**src/rtl/hazard_sched.sv**
```systemverilog
// Decode-stage hazard scheduler: tracks in-flight register writes through E/M/W,
// stalls decode on a dependency and counts stall cycles. Optional HAZARD_FORWARD_EN.
module hazard_sched #(
    parameter int ADDR_W = 4,
    parameter int CNT_W  = 16
) (
    input  logic                     clk,
    input  logic                     reset,
    input  logic                     validD,
    input  logic                     RegWriteD,
    input  logic [ADDR_W-1:0]        destaddD,
    input  logic [ADDR_W-1:0]        srcaddD1,
    input  logic [ADDR_W-1:0]        srcaddD2,
    input  logic                     useSrcD1,
    input  logic                     useSrcD2,
    input  logic                     holdP,
    output logic                     stallF,
    output logic                     stallD,
    output logic                     flushE,
    output logic [(1<<ADDR_W)-1:0]   pendmask,
    output logic [CNT_W-1:0]         stall_cnt,
    output logic [1:0]               fwdselE1,
    output logic [1:0]               fwdselE2
);

    localparam int              NREG    = 1 << ADDR_W;
    localparam logic [CNT_W-1:0] CNT_MAX = '1;

    // Stages whose match raises a hazard; forwarding covers E and M results.
`ifdef HAZARD_FORWARD_EN
    localparam logic [2:0] HAZ_STAGES = 3'b100;
`else
    localparam logic [2:0] HAZ_STAGES = 3'b111;
`endif

    // Index 0 = E, 1 = M, 2 = W.
    logic [2:0]             vld_q, vld_d;
    logic [2:0][ADDR_W-1:0] dst_q, dst_d;
    logic [CNT_W-1:0]       cnt_q, cnt_d;
    logic [2:0]             m1, m2;
    logic                   haz;

    genvar gi;
    generate
        for (gi = 0; gi < 3; gi++) begin : g_match
            assign m1[gi] = vld_q[gi] && (dst_q[gi] == srcaddD1);
            assign m2[gi] = vld_q[gi] && (dst_q[gi] == srcaddD2);
        end
        for (gi = 0; gi < NREG; gi++) begin : g_pend
            assign pendmask[gi] = (vld_q[0] && (dst_q[0] == ADDR_W'(gi)))
                               || (vld_q[1] && (dst_q[1] == ADDR_W'(gi)))
                               || (vld_q[2] && (dst_q[2] == ADDR_W'(gi)));
        end
    endgenerate

    assign haz = validD && ((useSrcD1 && |(m1 & HAZ_STAGES))
                         || (useSrcD2 && |(m2 & HAZ_STAGES)));

    assign stallF    = holdP | haz;
    assign stallD    = holdP | haz;
    assign flushE    = haz & ~holdP;
    assign stall_cnt = cnt_q;

    always_comb begin
        vld_d = vld_q;
        dst_d = dst_q;
        cnt_d = cnt_q;
        if (!holdP) begin
            vld_d[2] = vld_q[1];
            dst_d[2] = dst_q[1];
            vld_d[1] = vld_q[0];
            dst_d[1] = dst_q[0];
            if (haz) begin
                vld_d[0] = 1'b0;
                dst_d[0] = '0;
                if (cnt_q != CNT_MAX) begin
                    cnt_d = cnt_q + CNT_W'(1);
                end
            end else begin
                vld_d[0] = validD & RegWriteD;
                dst_d[0] = destaddD;
            end
        end
    end

    always_ff @(posedge clk or posedge reset) begin
        if (reset) begin
            vld_q <= '0;
            dst_q <= '0;
            cnt_q <= '0;
        end else begin
            vld_q <= vld_d;
            dst_q <= dst_d;
            cnt_q <= cnt_d;
        end
    end

`ifdef HAZARD_FORWARD_EN
    logic [1:0] fwd1_q, fwd1_d, fwd2_q, fwd2_d;

    // Youngest producer wins: E-stage result (now moving to M) before M (moving to W).
    function automatic logic [1:0] fwd_code(input logic use_src, input logic [2:0] m);
        if (!use_src)  return 2'b00;
        else if (m[0]) return 2'b01;
        else if (m[1]) return 2'b10;
        else           return 2'b00;
    endfunction

    always_comb begin
        fwd1_d = fwd1_q;
        fwd2_d = fwd2_q;
        if (!holdP) begin
            if (haz) begin
                fwd1_d = 2'b00;
                fwd2_d = 2'b00;
            end else begin
                fwd1_d = fwd_code(useSrcD1, m1);
                fwd2_d = fwd_code(useSrcD2, m2);
            end
        end
    end

    always_ff @(posedge clk or posedge reset) begin
        if (reset) begin
            fwd1_q <= 2'b00;
            fwd2_q <= 2'b00;
        end else begin
            fwd1_q <= fwd1_d;
            fwd2_q <= fwd2_d;
        end
    end

    assign fwdselE1 = fwd1_q;
    assign fwdselE2 = fwd2_q;
`else
    assign fwdselE1 = 2'b00;
    assign fwdselE2 = 2'b00;
`endif

endmodule

```
**config.mk**
```make
export PLATFORM = sky130hd
export DESIGN_NAME = hazard_sched
export DESIGN_NICKNAME = d
export VERILOG_FILES = /design/src/rtl/hazard_sched.sv
export SDC_FILE = /design/constraint.sdc
export NUM_CORES = 1
export LEC_CHECK = 0
export CAP_MARGIN = 5
export CORE_UTILIZATION = 40
export CTS_CLUSTER_DIAMETER = 30
export CTS_CLUSTER_SIZE = 14
export DETAILED_ROUTE_END_ITERATION = 12
export PLACE_DENSITY = 0.68
export SYNTH_ARGS = -nofsm -noshare
export SYNTH_HDL_FRONTEND = slang
export SYNTH_SLANG_ARGS = --single-unit
```
**constraint.sdc**
```tcl
create_clock -name clk -period 3.6 [get_ports clk]
set_clock_uncertainty 0.2 [all_clocks]
set_input_delay 0.72 -clock clk [delete_from_list [all_inputs] [get_ports clk]]
set_output_delay 0.72 -clock clk [all_outputs]
set_load 0.02 [all_outputs]
```
# --- Word level (Yosys, flattened, before mapping) ---
# Cells that the tools add are included.
word_totals:
  out_inout_bits: 39
  elab_cells: 160
  ff_bits: 31
op_classes:
  n_reduce_logical: 96
  bitwise: 4
  muxes: 2
  addsub: 1
  n_eq_ne: 52
op_table:
  columns: ["operator", "count"]
  rows:
  - ["$eq 4x4->1 const B", 24]
  - ["$logic_and 1x1->1", 57]
  - ["$eq 4x3->1 const B", 12]
  - ["$logic_or 1x1->1", 33]
  - ["$eq 4x2->1 const B", 6]
  - ["$eq 4x4->1", 6]
  - ["$add 16x1->16 const B", 1]
  - ["$ne 16x16->1 const B", 1]
  - ["$eq 4x1->1 const B", 3]
  - ["$logic_not 4->1", 3]
  - ["$reduce_or 3->1", 2]
  - ["$mux 4", 1]
  - ["$reduce_and 3->1", 1]
  - ["$and 1x1->1", 2]
  - ["$mux 1", 1]
  - ["$not 1->1", 1]
  - ["$or 1x1->1", 1]

# --- Depth between registers and ports, before layout ---
logic_depth:
  depth_word: 7
  mapped_depth: 9
  ltp_nobuf: 8

# --- Worst setup path before layout ---
# OpenSTA, ideal clock, no wires.
synth_timing:
  kind: "input -> output"
  start: "input srcaddD1[1]"
  end: "output stallF"
  slack_ns: 0.375
  n_path_buf: 2
  t_required_ns: 2.680
  stages: 8
  t_arrival_ns: 2.305
  path_cell_list: "inv_2 > a222oi_1 > or4b_1 > nand4_1 > o21ai_2 > clkbuf_1 > nand2b_1 > buf_4"
synth_between:
  elab_chain_len: 7
  elab_cells_between_ends: 11
  classes_between: "3 x eq/ne; 1 x bitwise; 7 x reduce/logical"
synth_rtl:
  columns: ["item", "line_no", "rtl"]
  rows:
  - ["from (decl)", "12", "input logic [ADDR_W-1:0] srcaddD1,"]
  - ["$eq 4x4->1", "46", "assign m1[gi] = vld_q[gi] && (dst_q[gi] == srcaddD1);"]
  - ["$logic_and 1x1->1", "46", null]
  - ["$reduce_or 3->1 *", "56", "assign haz = validD && ((useSrcD1 && |(m1 & HAZ_STAGES))"]
  - ["$logic_and 1x1->1 *", "56", null]
  - ["$logic_or 1x1->1 *", "57", "|| (useSrcD2 && |(m2 & HAZ_STAGES)));"]
  - ["$logic_and 1x1->1 *", "56", null]
  - ["$or 1x1->1 *", null, null]
  - ["to (decl)", "17", "output logic stallF,"]
# Every way passes the cells marked *; elsewhere a longest branch is shown, timed or not.

# --- Worst setup path after layout ---
layout_timing:
  start: "input srcaddD1[3]"
  end: "output flushE"
layout_between:
  elab_chain_len: 7
  elab_cells_between_ends: 11
  classes_between: "3 x eq/ne; 1 x bitwise; 7 x reduce/logical"
layout_rtl:
  columns: ["item", "line_no", "rtl"]
  rows:
  - ["$eq 4x4->1", "46", null]
  - ["$logic_and 1x1->1", "46", null]
  - ["$reduce_or 3->1 *", "56", null]
  - ["$logic_and 1x1->1 *", "56", null]
  - ["$logic_or 1x1->1 *", "57", null]
  - ["$logic_and 1x1->1 *", "56", null]
  - ["$and 1x1->1 *", "61", "assign flushE = haz & ~holdP;"]
  - ["to (decl)", "19", "output logic flushE,"]
# Marked as above.

==> impl_results.md <==
- Routed WL per cell: 15.2 um
- Cell Area, Placed: 0.00282 mm2
- Die area: 0.00574 mm2
- Sw power: 0.357 mW
- Final HPWL DP: 4.21 mm
- Async set-or-reset flop fraction in the synthesized netlist: 100%
- Final instance area: 0.00297 mm2
- Fmax achieved: 285 MHz
- Routability Congestion: 0.887
- Num ports: 58
- Data required, critical path: 2680 ps
- Sequential share of the synthesized area: 35.6%
- WHS Path Cells: 1
- Antenna viol nets, final: 0
- Crit path max fanout: 4
- Post-synth EDFFs: 0
- Dominant synthesized flop cell: dfrtp_1
- Core Box Area: 0.00517 mm2
- Switching share of power: 30.8%
- Sequential Area: 776 um2
- Filler cell count: 467
- Initial antenna violation count: 0
- Starting density of the core: 42.1%
- Fin crit period: 3510 ps
- CTS Buffer Depth: 2
- # setup viols final: 0
- Placement Setup Slack: -426 ps
- Multi-input gate area: 0.00129 mm2
- TritonRoute pass-1 iters: 5
- R2R Setup Slk: 880 ps
- Final slew viol count: 0
- Commonest non-fill, non-tap cell in the layout: clkdlybuf4s50_1
- Crit path DAT: 2590 ps
- Vias per cell: 5.64
- Setup CP Type: primary input to output port
- DRC viols: 0
- Top library cells by usage in the layout, fill and taps aside: clkdlybuf4s50_1 (49), nand2_1 (42), dfrtp_1 (31), xor2_1 (27), nand3_1 (25)
- Die width: 75.8 um
- Ant. Diodes: 0
- Crit. path cell count: 7
- Cell count after synthesis: 257
- DR vias: 2190
- Drt total wl: 5.89 mm
- Clock root cell: clkbuf_8
- Layout net count: 337
- Pleak: 1.38 nW
- CP startpoint kind: primary input
- Peak VDD IR: 0.000313 V
- CTS tree: built
- Internal Power: 0.801 mW
- Vias in the first global route: 2028
- TritonCTS sink count: 31
- Crit-path cells: clkdlybuf4s50_1 > a222oi_1 > or4b_4 > nand4_1 > o21ai_2 > nor2_2 > buf_6
- Layout area overhead: 36.4%
- Count of buffer and inverter cells on the critical path: 2
- RSZ-0062 raised after global routing: no
- Relative slew margins: 64.7%
- Cell Area, Synth: 0.00218 mm2
- Synth Area per Inst: 8.47 um2
- Chip height: 75.8 um
- Hold Path Class: flip-flop to flip-flop
- Slew at the pin closest to its max-slew limit: 522 ps
- TritonCTS buffer count: 5
- Gate family responsible for the most delay along the worst path: simple AND/OR/NAND/NOR gates
- Yosys warns: 0
- Clock power share: 35.5%
- R2R depth: 9
- Status: complete, no violations
- Port bufs: 53
- Synthesized flop and latch total: 31
- Crit path setup slack, layout: 94.8 ps
- Row Count: 26
- Logic pwr share: 26.7%
- Max-Cap Viols: 0
- Final period util: 97.4%
- Reg power frac: 37.8%
- First-pass GRT wire length: 9.77 mm
- Critical-path top delay cell: clkdlybuf4s50_1
- Power density over the cells: 390 mW/mm2
- Final hold vios: 0
- GRT Residual Overflow: 0
- Synth unique cells: 39
- Layout cells sized above 1: 14.5%
- Largest net degree at the start of global routing: 32
- CP peak stage delay: 490 ps
- Worst skew pair latency: 280 ps
- H-tree Lvls: 2
- Clk slew on worst S/H paths: 70 ps
- CP endpoint kind: output port
- Gr usage total: 22.6%
- DR iter-0 viols: 236
==> per-layer routing <==
metal | vias up | wire (um) | GRT usage (%)
met1 | 1054 | 2680 | 31.3
met5 | - | 0 | 0
met4 | 0 | 82 | 6.58
li1 | 1015 | - | -
met3 | 13 | 403 | 4.50
met2 | 108 | 2720 | 35.7
==> area by class of cell <==
cell class	instances	area share [%]
multi-input cells	203	43.5
flip-flops and latches	31	26.1
repair buffers	71	22.2
well taps	70	2.95
clock buffers	5	2.32
clock inverters	3	2.28
inverters	5	0.632
==> state kept, by name, indices dropped and copies added (netlist names) <==
signal	flops
stall_cnt	16
dst_q	12
vld_q	3
==> metrics by stage <==
step	total power [mW]	utilization [%]	std cells	hold slack, ps	TNS (ps)
4_1_cts	1.16	56.9	386	313	0
2_1_floorplan	0.620	-	260	351	0
3_3_place_gp	0.743	54.5	378	293	-1070
3_5_place_dp	0.749	54.5	378	299	-1130
5_1_grt	1.22	57.4	388	319	0
6_report	1.16	57.4	388	306	0
==> path summary, 6_finish.rpt <==
path	end	startpoint
hold reg to reg	stall_cnt[8]	stall_cnt[8]
setup / recovery	flushE	srcaddD1[3]
min in group asynchronous	dst_q[3]	reset
setup reg to reg	stall_cnt[13]	dst_q[6]
hold / removal	stall_cnt[8]	stall_cnt[8]
max in group asynchronous	stall_cnt[11]	reset
==> power by group through the flow <==
stage               clock network, mW  logic, mW  registers, mW
finish                          0.411      0.310          0.438
global route                    0.433      0.338          0.445
CTS                             0.416      0.306          0.437
detailed placement                  0      0.306          0.443
global placement                    0      0.302          0.442
floorplan                           0      0.198          0.422
==> Yosys cell counts, types with 6 or more instances <==
cell type	number	area, um2
nand3_1	25	125
o21ai_0	9	45.0
dfrtp_1	31	776
nand2_1	42	158
and3_1	10	62.6
nor2b_1	6	37.5
a22oi_1	11	82.6
nand4_1	7	43.8
mux2_2	9	101
nor3_1	11	55.1
xnor2_1	6	52.6
nor2_1	11	41.3
xor2_1	27	236
clkbuf_1	12	45.0
==> kinds of logic (layout without fill, tap and decap cells) <==
logic type      Yosys count  after routing  share of synthesized area, %
fa+ha+maj                 1              1                         0.575
mux                       9              9                          4.66
compound gates           32             32                          10.3
other cells               1              4                         0.172
simple gates            124            124                          29.5
buf+inv                  26             84                          5.86
flops                    31             31                          35.6
xor+xnor                 33             33                          13.3
==> what timing repair did <==
| action | in CTS | in global routing |
|---|---|---|
| pin swaps | 0 | 4 |
| endpoints found under the setup margin | 3 | 3 |
| hold buffers | 0 | 0 |
| resized for setup | 13 | 4 |
| buffers inserted | 0 | 2 |
(Power assumes the default switching activity.)
